--- config.mk ---
export PLATFORM = sky130hd
export DESIGN_NAME = iir_lowpass_single_pole_mc_flat
export DESIGN_NICKNAME = d
export VERILOG_FILES = /design/src/rtl/iir_lowpass_single_pole_mc_pkg.sv /design/src/rtl/iir_lowpass_single_pole_mc_if.sv /design/src/rtl/iir_lowpass_single_pole_mc_state_bank.sv /design/src/rtl/iir_lowpass_single_pole_mc.sv /design/src/flat_wrapper.sv
export SDC_FILE = /design/constraint.sdc
export NUM_CORES = 1
export LEC_CHECK = 0
export CAP_MARGIN = 20
export CORE_MARGIN = 2
export CORE_UTILIZATION = 60
export DETAILED_ROUTE_END_ITERATION = 16
export HOLD_SLACK_MARGIN = 0.03
export PLACE_DENSITY_LB_ADDON = 0.15
export SETUP_SLACK_MARGIN = 0.5
export SLEW_MARGIN = 20
export SYNTH_ARGS = -nofsm -noshare
export SYNTH_HDL_FRONTEND = slang
export SYNTH_SLANG_ARGS = --single-unit
--- constraint.sdc ---
create_clock -name clk -period 13.2 [get_ports clk]
set_input_delay 3.96 -clock clk [delete_from_list [all_inputs] [get_ports clk]]
set_output_delay 3.96 -clock clk [all_outputs]
set_load 0.01 [all_outputs]
--- src/rtl/iir_lowpass_single_pole_mc_pkg.sv ---
// rtl/iir_lowpass_single_pole_mc_pkg.sv - shared FSM encoding and width helpers for the multi-channel IIR low-pass
package iir_lowpass_single_pole_mc_pkg;

  typedef enum logic {
    ST_IDLE  = 1'b0,
    ST_FLUSH = 1'b1
  } fsm_state_e;

  // Ceiling log2; returns 0 for values <= 1.
  function automatic int clog2_f(input int value);
    int bits;
    bits = 0;
    while ((1 << bits) < value) bits++;
    return bits;
  endfunction

  // Channel tag width; a single channel still needs a one-bit tag.
  function automatic int ch_bits_f(input int channels);
    return (clog2_f(channels) < 1) ? 1 : clog2_f(channels);
  endfunction

  // Accumulator width: enough headroom for a full-scale DC input at any pole shift.
  function automatic int acc_width_f(input int width, input int gain);
    return width + gain;
  endfunction

endpackage

--- src/rtl/iir_lowpass_single_pole_mc_if.sv ---
// rtl/iir_lowpass_single_pole_mc_if.sv - sample in/out bus; out_hp present when IIR_LP_HIGHPASS_OUT_EN is defined
interface iir_lowpass_single_pole_mc_if
  import iir_lowpass_single_pole_mc_pkg::*;
#(
  parameter int WIDTH    = 16,
  parameter int CHANNELS = 4
) ();

  localparam int CH_BITS = ch_bits_f(CHANNELS);

  logic                      in_valid;
  logic                      in_ready;
  logic [CH_BITS-1:0]        in_ch;
  logic signed [WIDTH-1:0]   in;
  logic                      out_valid;
  logic [CH_BITS-1:0]        out_ch;
  logic signed [WIDTH-1:0]   out;
`ifdef IIR_LP_HIGHPASS_OUT_EN
  logic signed [WIDTH-1:0]   out_hp;

  modport master (
    output in_valid, in_ch, in,
    input  in_ready, out_valid, out_ch, out, out_hp
  );

  modport slave (
    input  in_valid, in_ch, in,
    output in_ready, out_valid, out_ch, out, out_hp
  );
`else
  modport master (
    output in_valid, in_ch, in,
    input  in_ready, out_valid, out_ch, out
  );

  modport slave (
    input  in_valid, in_ch, in,
    output in_ready, out_valid, out_ch, out
  );
`endif

endinterface

--- src/rtl/iir_lowpass_single_pole_mc_state_bank.sv ---
// rtl/iir_lowpass_single_pole_mc_state_bank.sv - per-channel accumulator array with async read, sync write and indexed clear
module iir_lowpass_single_pole_mc_state_bank #(
  parameter int CHANNELS = 4,
  parameter int ACC_W    = 24,
  parameter int CH_BITS  = 2
) (
  input  logic                    clk,
  input  logic                    rst,
  input  logic [CH_BITS-1:0]      rd_idx,
  output logic signed [ACC_W-1:0] rd_data,
  input  logic                    wr_en,
  input  logic [CH_BITS-1:0]      wr_idx,
  input  logic signed [ACC_W-1:0] wr_data,
  input  logic                    clr_en,
  input  logic [CH_BITS-1:0]      clr_idx
);

  logic signed [ACC_W-1:0] mem_q [CHANNELS];
  logic signed [ACC_W-1:0] mem_d [CHANNELS];

  // Read mux; an index with no matching channel returns zero.
  always_comb begin
    rd_data = '0;
    for (int i = 0; i < CHANNELS; i++) begin
      if (rd_idx == CH_BITS'(i)) rd_data = mem_q[i];
    end
  end

  // Next-state per entry: clear wins over write (they never coincide in practice).
  always_comb begin
    for (int i = 0; i < CHANNELS; i++) begin
      mem_d[i] = mem_q[i];
      if (clr_en && (clr_idx == CH_BITS'(i))) begin
        mem_d[i] = '0;
      end else if (wr_en && (wr_idx == CH_BITS'(i))) begin
        mem_d[i] = wr_data;
      end
    end
  end

  // Accumulator storage with synchronous clear on reset.
  always_ff @(posedge clk) begin
    for (int i = 0; i < CHANNELS; i++) begin
      if (rst) mem_q[i] <= '0;
      else     mem_q[i] <= mem_d[i];
    end
  end

endmodule

--- src/rtl/iir_lowpass_single_pole_mc.sv ---
// rtl/iir_lowpass_single_pole_mc.sv - time-multiplexed single-pole IIR low-pass; IIR_LP_HIGHPASS_OUT_EN adds out_hp
module iir_lowpass_single_pole_mc
  import iir_lowpass_single_pole_mc_pkg::*;
#(
  parameter int WIDTH    = 16,
  parameter int GAIN     = 8,
  parameter int CHANNELS = 4
) (
  input  logic                          clk,
  input  logic                          rst,
  input  logic                          en,
  input  logic                          flush,
  output logic                          busy,
  iir_lowpass_single_pole_mc_if.slave   bus
);

  localparam int CH_BITS = ch_bits_f(CHANNELS);
  localparam int ACC_W   = acc_width_f(WIDTH, GAIN);
  localparam logic [CH_BITS-1:0] LAST_IDX = CH_BITS'(CHANNELS - 1);
  localparam logic [CH_BITS:0]   CH_LIMIT = (CH_BITS + 1)'(CHANNELS);

  fsm_state_e              state_q, state_d;
  logic [CH_BITS-1:0]      idx_q, idx_d;
  logic                    out_valid_q, out_valid_d;
  logic [CH_BITS-1:0]      out_ch_q, out_ch_d;
  logic signed [WIDTH-1:0] out_q, out_d;
`ifdef IIR_LP_HIGHPASS_OUT_EN
  logic signed [WIDTH-1:0] out_hp_q, out_hp_d;
`endif

  logic                    accept;
  logic                    in_range;
  logic                    wr_en;
  logic                    clr_en;
  logic signed [ACC_W-1:0] acc_rd;
  logic signed [ACC_W-1:0] in_ext;
  logic signed [ACC_W-1:0] acc_shr;
  logic signed [ACC_W-1:0] acc_next;

  assign bus.in_ready = en & (state_q == ST_IDLE);
  assign accept       = bus.in_valid & bus.in_ready;
  assign in_range     = ({1'b0, bus.in_ch} < CH_LIMIT);

  // Terms kept as separate signed signals so the shift stays arithmetic.
  assign in_ext   = signed'({{GAIN{bus.in[WIDTH-1]}}, bus.in});
  assign acc_shr  = acc_rd >>> GAIN;
  assign acc_next = acc_rd + in_ext - acc_shr;

  iir_lowpass_single_pole_mc_state_bank #(
    .CHANNELS (CHANNELS),
    .ACC_W    (ACC_W),
    .CH_BITS  (CH_BITS)
  ) u_state_bank (
    .clk     (clk),
    .rst     (rst),
    .rd_idx  (bus.in_ch),
    .rd_data (acc_rd),
    .wr_en   (wr_en),
    .wr_idx  (bus.in_ch),
    .wr_data (acc_next),
    .clr_en  (clr_en),
    .clr_idx (idx_q)
  );

  // Flush sequencing, accumulator write strobe and output register next-values.
  always_comb begin
    state_d     = state_q;
    idx_d       = idx_q;
    out_valid_d = 1'b0;
    out_ch_d    = out_ch_q;
    out_d       = out_q;
`ifdef IIR_LP_HIGHPASS_OUT_EN
    out_hp_d    = out_hp_q;
`endif
    wr_en       = 1'b0;
    clr_en      = 1'b0;
    if (en) begin
      case (state_q)
        ST_IDLE: begin
          if (flush) begin
            state_d = ST_FLUSH;
            idx_d   = '0;
          end
        end
        ST_FLUSH: begin
          clr_en = 1'b1;
          if (idx_q == LAST_IDX) begin
            state_d = ST_IDLE;
            idx_d   = '0;
          end else begin
            idx_d = idx_q + 1'b1;
          end
        end
        default: begin
          state_d = ST_IDLE;
          idx_d   = '0;
        end
      endcase
      if (accept && in_range) begin
        wr_en       = 1'b1;
        out_valid_d = 1'b1;
        out_ch_d    = bus.in_ch;
        out_d       = acc_next[ACC_W-1 -: WIDTH];
`ifdef IIR_LP_HIGHPASS_OUT_EN
        out_hp_d    = bus.in - acc_next[ACC_W-1 -: WIDTH];
`endif
      end
    end
  end

  // FSM, flush index and output registers.
  always_ff @(posedge clk) begin
    if (rst) begin
      state_q     <= ST_IDLE;
      idx_q       <= '0;
      out_valid_q <= 1'b0;
      out_ch_q    <= '0;
      out_q       <= '0;
`ifdef IIR_LP_HIGHPASS_OUT_EN
      out_hp_q    <= '0;
`endif
    end else begin
      state_q     <= state_d;
      idx_q       <= idx_d;
      out_valid_q <= out_valid_d;
      out_ch_q    <= out_ch_d;
      out_q       <= out_d;
`ifdef IIR_LP_HIGHPASS_OUT_EN
      out_hp_q    <= out_hp_d;
`endif
    end
  end

  assign busy          = (state_q == ST_FLUSH);
  assign bus.out_valid = out_valid_q;
  assign bus.out_ch    = out_ch_q;
  assign bus.out       = out_q;
`ifdef IIR_LP_HIGHPASS_OUT_EN
  assign bus.out_hp    = out_hp_q;
`endif

endmodule

--- src/flat_wrapper.sv ---
// flat-port wrapper written by rule: the top's interface ports become plain ports
module iir_lowpass_single_pole_mc_flat import iir_lowpass_single_pole_mc_pkg::*;
#(
  parameter int WIDTH    = 16,
  parameter int GAIN     = 8,
  parameter int CHANNELS = 4
)
  (clk, rst, en, flush, busy, bus_in_valid, bus_in_ch, bus_in, bus_in_ready, bus_out_valid, bus_out_ch, bus_out);
  iir_lowpass_single_pole_mc_if #(.WIDTH(WIDTH), .CHANNELS(CHANNELS)) bus_i ();
  input  logic clk;
  input  logic rst;
  input  logic en;
  input  logic flush;
  output logic busy;
  input wire logic [$bits(bus_i.in_valid)-1:0] bus_in_valid;
  input wire logic [$bits(bus_i.in_ch)-1:0] bus_in_ch;
  input wire logic [$bits(bus_i.in)-1:0] bus_in;
  output wire logic [$bits(bus_i.in_ready)-1:0] bus_in_ready;
  output wire logic [$bits(bus_i.out_valid)-1:0] bus_out_valid;
  output wire logic [$bits(bus_i.out_ch)-1:0] bus_out_ch;
  output wire logic [$bits(bus_i.out)-1:0] bus_out;
  assign bus_i.in_valid = bus_in_valid;
  assign bus_i.in_ch = bus_in_ch;
  assign bus_i.in = bus_in;
  assign bus_in_ready = bus_i.in_ready;
  assign bus_out_valid = bus_i.out_valid;
  assign bus_out_ch = bus_i.out_ch;
  assign bus_out = bus_i.out;
  iir_lowpass_single_pole_mc #(.WIDTH(WIDTH), .GAIN(GAIN), .CHANNELS(CHANNELS)) u_core (.clk(clk), .rst(rst), .en(en), .flush(flush), .busy(busy), .bus(bus_i));
endmodule
== Word level (Yosys, flattened, before mapping) ==
Memory sizes are Yosys's and may differ from the RTL's.
Index checks and enable logic that the tools add are counted.
Word-level totals
  output and inout bits: 21
  flip-flop bits (word level): 22
  memories kept: 1
  memory bits (writable): 96
Memories
  u_core.u_state_bank.mem_q: depth 4, bits a word 24, rd ports 4, clocked after Yosys merged registers in 0, write ports 4, RTL line iir_lowpass_single_pole_mc_state_bank.sv:18  | logic signed [ACC_W-1:0] mem_q [CHANNELS];
Cells by class
  bitwise operators: 7
  reductions and logical operators: 12
  $add $sub $neg: 3
  mux-type cells: 29
  eq/ne operators: 7
Operators with widths (number)
  24-bit two-way mux: 16
  24-bit by 16-bit adder with 24-bit output: 1
  24-bit by 16-bit subtractor with 24-bit output: 1
  1-bit two-way mux: 9
  2-bit equality test, second input constant: 4
  1-bit logical AND: 8
  2-bit by 1-bit equality test with 1-bit output, second input constant: 2
  2-bit logical NOT: 2
  2-bit two-way mux: 2
  1-bit OR: 4
  2-bit one-hot mux with 2 select lines: 1
  2-bit AND reduction: 2
  2-bit by 1-bit adder with 2-bit output, second input constant: 1
  1-bit bitwise AND: 2
  2-bit inequality test, second input constant: 1
  1-bit one-hot mux with 2 select lines: 1
  1-bit inverter: 1

== Longest topological paths before layout ==
Gate-level depths: netlist of run 1.
  word-level depth: 10
  mapped depth: 14

== By module ==
From an unflattened synthesis of run 1, not the netlist that was laid out.
Second synthesis, totals
  cell total of the unflattened synthesis: 844
  area, all modules: 6894.1 sq um
Modules (own cells, without submodules)
  iir_lowpass_single_pole_mc_state_bank: cells each 458, area each 3981.3 sq um, sequential area each 1921.8 sq um, instances 1
  iir_lowpass_single_pole_mc: cells each 386, area each 2912.8 sq um, sequential area each 440.4 sq um, instances 1

== Least setup slack after synthesis of run 1 ==
No wires, ideal clock.
  path kind: input -> output
  start point: input port en
  end point: output port bus_in_ready
  path slack: 5.083 ns
  stages: 1
  data required time: 9.240 ns
  arrival time: 4.157 ns
  path buffers: 0
  path through: nor2b_1
On the way
  word-level cells in the longest chain between the ends: 1
Ends and longest elaborated chain
  start, declared: RTL line flat_wrapper.sv:12  | input logic en;
  1-bit bitwise AND: RTL line iir_lowpass_single_pole_mc.sv:40  | assign bus.in_ready = en & (state_q == ST_IDLE);
  end, declared: RTL line flat_wrapper.sv:18  | output wire logic [$bits(bus_i.in_ready)-1:0] bus_in_ready;
No other way between the ends.

== Final worst setup path of run 1 ==
Same ends and word-level chain as after synthesis.

==> results of run 1 <==
-- layer usage --
layer	track usage, %	vias to the layer above
met5	0	-
met4	10.2	0
met3	7.78	39
met2	51.7	315
met1	45.7	3054
li1	-	2968
-- metrics by stage --
| stage | cell area [um2] | util (%) |
|---|---|---|
| detailed placement | 7400 | 65.3 |
| finish | 8010 | 70.7 |
| global route | 8010 | 70.7 |
| CTS | 8010 | 70.7 |
| global placement | 7390 | 65.3 |
| floorplan | 6920 | - |
-- tightest hold or removal path: cells and delay by family, from the launching register on --
family           cells  cell delay (ns)
AO/OA/AOI/OAI        1             0.05
AND/OR/NAND/NOR      1             0.05
flip-flops           1             0.30
-- power by group through the flow --
stage                     Clock [mW]  Combinational [mW]  Sequential, mW
final                          0.469               0.319           0.382
after global routing           0.488               0.347           0.384
after CTS                      0.471               0.311           0.382
after detailed placement           0               0.307           0.389
after global placement             0               0.301           0.389
after floorplan                    0               0.213           0.390
-- area by class of cell --
class,count,area (um2)
Fill cell,864,3310
Tap cell,143,179
Clock inverter,12,143
Inverter,29,109
Timing Repair Buffer,50,478
Sequential cell,118,2360
Clock buffer,20,467
Multi-Input combinational cell,619,4270
-- sequential cells by signal, summed over array words and instances (netlist names) --
signal                     flops
u_core.bus.out_ch              2
u_core.idx_q                   2
u_core.bus.out                16
u_core.busy                    1
u_core.bus.out_valid           1
u_core.u_state_bank.mem_q     96
-- cell families after synthesis --
logic type | after synthesis | synth area share [%]
AOI/OAI and AO/OA | 210 | 18.6
xor gates and xnor gates | 10 | 1.27
adders and majority gates | 52 | 11.9
buffers and inverters | 74 | 4.21
DFF | 118 | 34.1
muxes | 28 | 8.50
and+or+nand+nor | 319 | 21.4
-- worst paths after layout --
| path | startpoint | endpoint | slack (ns) |
|---|---|---|---|
| worst max register to register | u_core.u_state_bank.mem_q[3][23] | u_core.u_state_bank.mem_q[3][21] | 9.11 |
| worst max-delay path | en | bus_in_ready | 4.06 |
| worst min register to register | u_core.u_state_bank.mem_q[2][7] | u_core.u_state_bank.mem_q[2][7] | 0.45 |
| worst min-delay path | u_core.u_state_bank.mem_q[2][7] | u_core.u_state_bank.mem_q[2][7] | 0.45 |
-- layout by cell type, fill, tap and decap left out, types with 3 or more instances in the layout --
cell type        synthesis  routed
clkdlybuf4s50_1          0      42
clkinvlp_4               0       4
nand4_1                 10      10
buf_4                    0       7
nor2b_1                  4       4
inv_1                   29      29
inv_6                    0       3
nor3_1                  11      11
nand2_1                158     158
o211ai_1                 3       3
or4_1                    4       4
clkbuf_16                0      17
clkbuf_8                 0       3
o21ai_0                 39      39
nor2_1                  29      29
nand3_1                 59      58
or3_1                   12      12
a21oi_1                 97      97
o21a_1                   4       4
fa_1                    23      23
a21oi_2                  3       3
clkinv_4                 0       3
nand3b_1                 4       4
and3_1                   8       8
mux4_2                  24      24
a31oi_1                  7       7
xnor2_1                  9       9
dfxtp_1                118     118
and2_1                   4       4
ha_1                    29      29
a221oi_1                 3       3
o31ai_1                 11      11
a21o_1                   8       8
a211oi_1                 7       7
==> summary.md, run 1 <==
| Metric | Value |
|---|---|
| Status | complete, no violations |
| Area share of the largest cell type after synthesis | 34.1% |
| Stages on the worst setup path | 3 |
| Min Tclk post-route | 9.14 ns |
| WHS | 0.451 ns |
| Clk root buf | clkbuf_16 |
| Worst hold path class | reg -> reg |
| Post-cts sizing count | 0 |
| Peak VDD IR | around 120 uV |
| Post-Syn Area | approximately 6900 um2 |
| Worst-skew pair later-pin latency | 0.42 ns |
| Cell count after synthesis | a little over 800 |
| Cell Pwr Density | 146 nW/um2 |
| Maxcap violations | 0 |
| I/O Pins | 44 |
| CP Cell Sequence | clkdlybuf4s50_1, nor2b_1, clkdlybuf4s50_1 |
| Initial antenna violation count | 0 |
| Cells on Worst Hold Path | 2 |
| CP endpoint kind | output pin |
| Via count | 6376 |
| First-pass GRT wire length | 32.0 mm |
| Clock sinks | ~120 |
| Total CTS buffers | 17 |
| Relative slew slack | roughly a quarter |
| Combinational group share of total power | 27.3% |
| Sequential-to-total area share from yosys stat | 34.1% |
| Dpl cells | ~960 |
| Setup ws final | 4.06 ns |
| Area Overhead vs Synth | 15.7% |
| Commonest cells in the netlist | nand2_1 (158), dfxtp_1 (118), a21oi_1 (97) |
| Crit Path Class | in -> out |
| TritonCTS clock tree | built |
| Total congestion overflow | 0 |
| Worst clock skew | a little under 0.009 ns |
| RSZ-0062 raised after global routing | false |
| Setup_tns | 0 ns |
| Main flop type after synthesis | dfxtp_1 |
| Tot Pwr | 1.17 mW |
| Worst slack at placement | around 4 ns |
| Most frequent cell on the critical path | clkdlybuf4s50_1 |
| Slowest library cell on the worst path | clkdlybuf4s50_1 |
| Drt via density | 6.43 |
| Initial DRC Count | 768 |
| TritonRoute pass-1 iters | 6 |
| Largest cells by area after synthesis | dfxtp_1 (34%), nand2_1 (8.6%), mux4_2 (7.8%) |
| Yosys top cell by area | dfxtp_1 |
| Max incr delay on CP | roughly 0.54 ns |
| Core footprint | 11300 um2 |
| WL met2 | 9.26 mm |
| Cts-stage hold buffer count | 0 |
| Final period util | 69.2% |
| Flops & latches, synth | 118 |
| Remaining routing DRC violations | 0 |
| Crit path max-delay family | buffers and inverters |
| Metal1 wirelength | roughly 8.5 mm |
| Die Span Y | about 110 um |
| Top-count cell post-synth | nand2_1 |
| Clk buf depth | 2 |
| H-tree levels | 4 |
| Gpl congestion | 0.917 |
| Hold Vio Cnt, Final | 0 |
| Avg WL per Cell | a little over 20 um |
| CP Max Fanout | 6 |
| Crit start category | input port |
| Die area | 12400 um2 |
| Antenna fix cells | 0 |
| Sw frac | 33.3% |
| Routed wl met3 | 1.87 mm |
| Initial core utilization | 61.1% |
| Pleak | 2.88 nW |
| Clock power frac | approximately two fifths |
| Peak Freq | 0.109 GHz |
| Net switching power | 0.390 mW |
| Vias in the first global route | 6298 |
| Setup violators final | 0 |
| Critical Path AT | 5.18 ns |
| Max Slew Vio Count | 0 |
| Number of buffers and inverters on the critical path | 2 |
| Post-synth EDFFs | 0 |
| Final ANT Viol Nets | 0 |
| Num rows | 39 |
| CTS clock-pin slew for the worst setup and hold paths | 0.06 ns |
| Least-Margin Pin Slew | roughly 1.1 ns |
| Number of port buffers | 43 |
| Ys Warns | 0 |
| Fin cells | slightly below 1000 |
| Top sig layer | met4 |
| Mean Syn Cell Area | between 8 and 9 um2 |
| Worst-case reg-to-reg path depth | 10 |
| Asr flop ratio synth | 0% |
| Yosys cell types | 68 |
| Post-synthesis net count | 886 |
| WL final | 19.9 mm |
| Share of cells above drive strength 1 | 9.91% |
| GRT Total Usage | 32.9% |
| DPL Wire Length | 13.5 mm |
| Seq pwr share | 32.7% |
| Critical path required time | 9.24 ns |
| Pint | 0.781 mW |
| Die width | 111 um |
| Pin count of the biggest net entering global routing | 34 |
| Nets | 910 |
| Post-CTS Setup Inserts | 0 |
(Power assumes the default switching activity.)
==> inputs of run 2 (changes only) <==
Clock period 13.2 ns to 9.4 ns, I/O delays scaled along.
==> summary.md, run 2 (synthesized netlist as in run 1, its figures left out) <==
| Metric | Value |
|---|---|
| Most frequent cells in the layout | nand2_1 (158), dfxtp_1 (118), a21oi_1 (97) |
| First-pass GRT wire length | approximately 33 mm |
| Cell Pwr Density | 221 nW/um2 |
| Hold Vio Cnt, Final | 0 |
| Max reg flops | 96 |
| Max Slew Vio Count | 0 |
| Pint | ~1.2 mW |
| Die area | roughly 12000 um2 |
| CP Cell Sequence | clkdlybuf4s50_1, buf_4, mux4_2, inv_1, fa_1, ha_1, a21o_1, a21o_1, a21oi_1, nand2_1, o311ai_1, o21ai_0 |
| Min Tclk post-route | roughly 7 ns |
| Dpl cells | 959 |
| TritonRoute pass-1 iters | 7 |
| Initial core utilization | 61.1% |
| Worst hold path class | reg -> reg |
| Nets | a little over 900 |
| Total congestion overflow | 0 |
| Final ANT Viol Nets | 0 |
| Share of cells above drive strength 1 | 9.79% |
| Critical Path AT | 7.35 ns |
| Clk root buf | clkbuf_16 |
| Least-Margin Pin Slew | 1.13 ns |
| Status | complete, no violations |
| Total CTS buffers | 17 |
| Gpl congestion | about 1.0 |
| Fin cells | roughly 1000 |
| Final period util | 75.7% |
| Post-DP Area | 7390 um2 |
| WL final | 21.0 mm |
| Crit start category | input port |
| Clock sinks | 118 |
| RSZ-0062 raised after global routing | false |
| Area of the multi-input gates | about 4300 um2 |
| Core footprint | 11300 um2 |
| Register area | 2360 um2 |
| Antenna fix cells | 0 |
| Worst slack at placement | 2.01 ns |
| Crit Path Class | in -> reg |
| Stages on the worst setup path | 12 |
| DPL Wire Length | 14.3 mm |
| Remaining routing DRC violations | 0 |
| TritonCTS clock tree | built |
| Initial DRC Count | 775 |
| Die Span Y | 111 um |
| Maxcap violations | 0 |
| Cts-stage hold buffer count | 0 |
| Net switching power | 0.558 mW |
| Pin count of the biggest net entering global routing | 33 |
| Worst clock skew | 0.00605 ns |
| Setup violators final | 0 |
| GRT Total Usage | 34.2% |
| Post-CTS Setup Inserts | 0 |
| Most frequent cell on the critical path | a21o_1 |
| Sw frac | 31.1% |
| Clock power frac | 44.3% |
| CP Max Fanout | 32 |
| Setup ws final | 2.28 ns |
| Via count | 6610 |
| Setup_tns | 0 ns |
| Number of port buffers | between 40 and 50 |
| H-tree levels | 4 |
| Area Overhead vs Synth | 17.3% |
| CP endpoint kind | flop |
| Die width | 111 um |
| Vias in the first global route | 6355 |
| Most common cell after layout, fill and taps aside | nand2_1 |
| Initial antenna violation count | 0 |
| Drt via density | between 6 and 7 |
| Worst-skew pair later-pin latency | 0.41 ns |
| Peak VDD IR | ~190 uV |
| Post-cts sizing count | 0 |
| Combinational group share of total power | 25.7% |
| Pleak | 2.93 nW |
| Relative slew slack | 23.6% |
| Number of buffers and inverters on the critical path | 3 |
| I/O Pins | 44 |
| Critical path required time | between 9 and 10 ns |
| Post-layout util | 71.7% |
| Most flops, register | u_core.u_state_bank.mem_q |
| Fillcell total | 889 |
| Num rows | 39 |
| Crit path max-delay family | compound AO/OA/AOI/OAI gates |
| Max incr delay on CP | between 0.9 and 1 ns |
| Clk buf depth | 2 |
| Slowest library cell on the worst path | o311ai_1 |
| Design area | 8120 um2 |
| Seq pwr share | 30.0% |
| CTS clock-pin slew for the worst setup and hold paths | 0.06 ns |
| Cells on Worst Hold Path | 2 |
| Peak Freq | around 0.14 GHz |
| Avg WL per Cell | 21.2 um |
| Worst-case reg-to-reg path depth | 10 |
-- run 2: per-layer routing --
layer  part of all wire (%)  GRT usage (%)  up-vias
met4                    1.9           9.96        0
li1                       -              -     2953
met2                     46           51.7      412
met1                     41           49.2     3209
met3                     11           8.38       36
met5                      0              0        -
-- run 2: worst reg2reg max path, delay by kind of cell (launching register included) --
family / cells / cell delay, ns
AOI/OAI and AO/OA: 5 / 1.82
muxes: 1 / 0.52
adders and majority gates: 2 / 0.93
buffers and inverters: 1 / 0.41
DFF: 1 / 0.34
and+or+nand+nor: 1 / 0.09
-- run 2: power by group through the flow --
stage	registers (mW)	clock network [mW]	logic (mW)
finish	0.538	0.794	0.460
global route	0.540	0.816	0.497
CTS	0.537	0.793	0.446
detailed placement	0.547	0	0.440
global placement	0.547	0	0.433
floorplan	0.548	0	0.299
-- run 2: final timing paths --
path	startpoint	to	slack, ns
max	bus_in_ch[1]	u_core.u_state_bank.mem_q[2][21]	2.28
min	u_core.u_state_bank.mem_q[0][15]	u_core.u_state_bank.mem_q[0][15]	0.45
max reg2reg	u_core.u_state_bank.mem_q[3][23]	u_core.u_state_bank.mem_q[2][21]	5.13
min reg2reg	u_core.u_state_bank.mem_q[0][15]	u_core.u_state_bank.mem_q[0][15]	0.45
-- run 2: through the flow --
| step | hold WS (ns) | total power, mW |
|---|---|---|
| 6_report | 0.453 | 1.79 |
| 5_1_grt | 0.468 | 1.85 |
| 4_1_cts | 0.453 | 1.78 |
| 3_5_place_dp | 0.445 | 0.988 |
| 3_3_place_gp | 0.435 | 0.980 |
| 2_1_floorplan | 0.429 | 0.847 |
-- run 2: cell type report --
cell class	count	area share (%)
clock buffer	17	5.24
tap	143	2.20
clock inverter	15	3.67
multi-input combinational	619	52.5
inverter	29	1.34
sequential	118	29.1
timing repair buffer	50	5.89
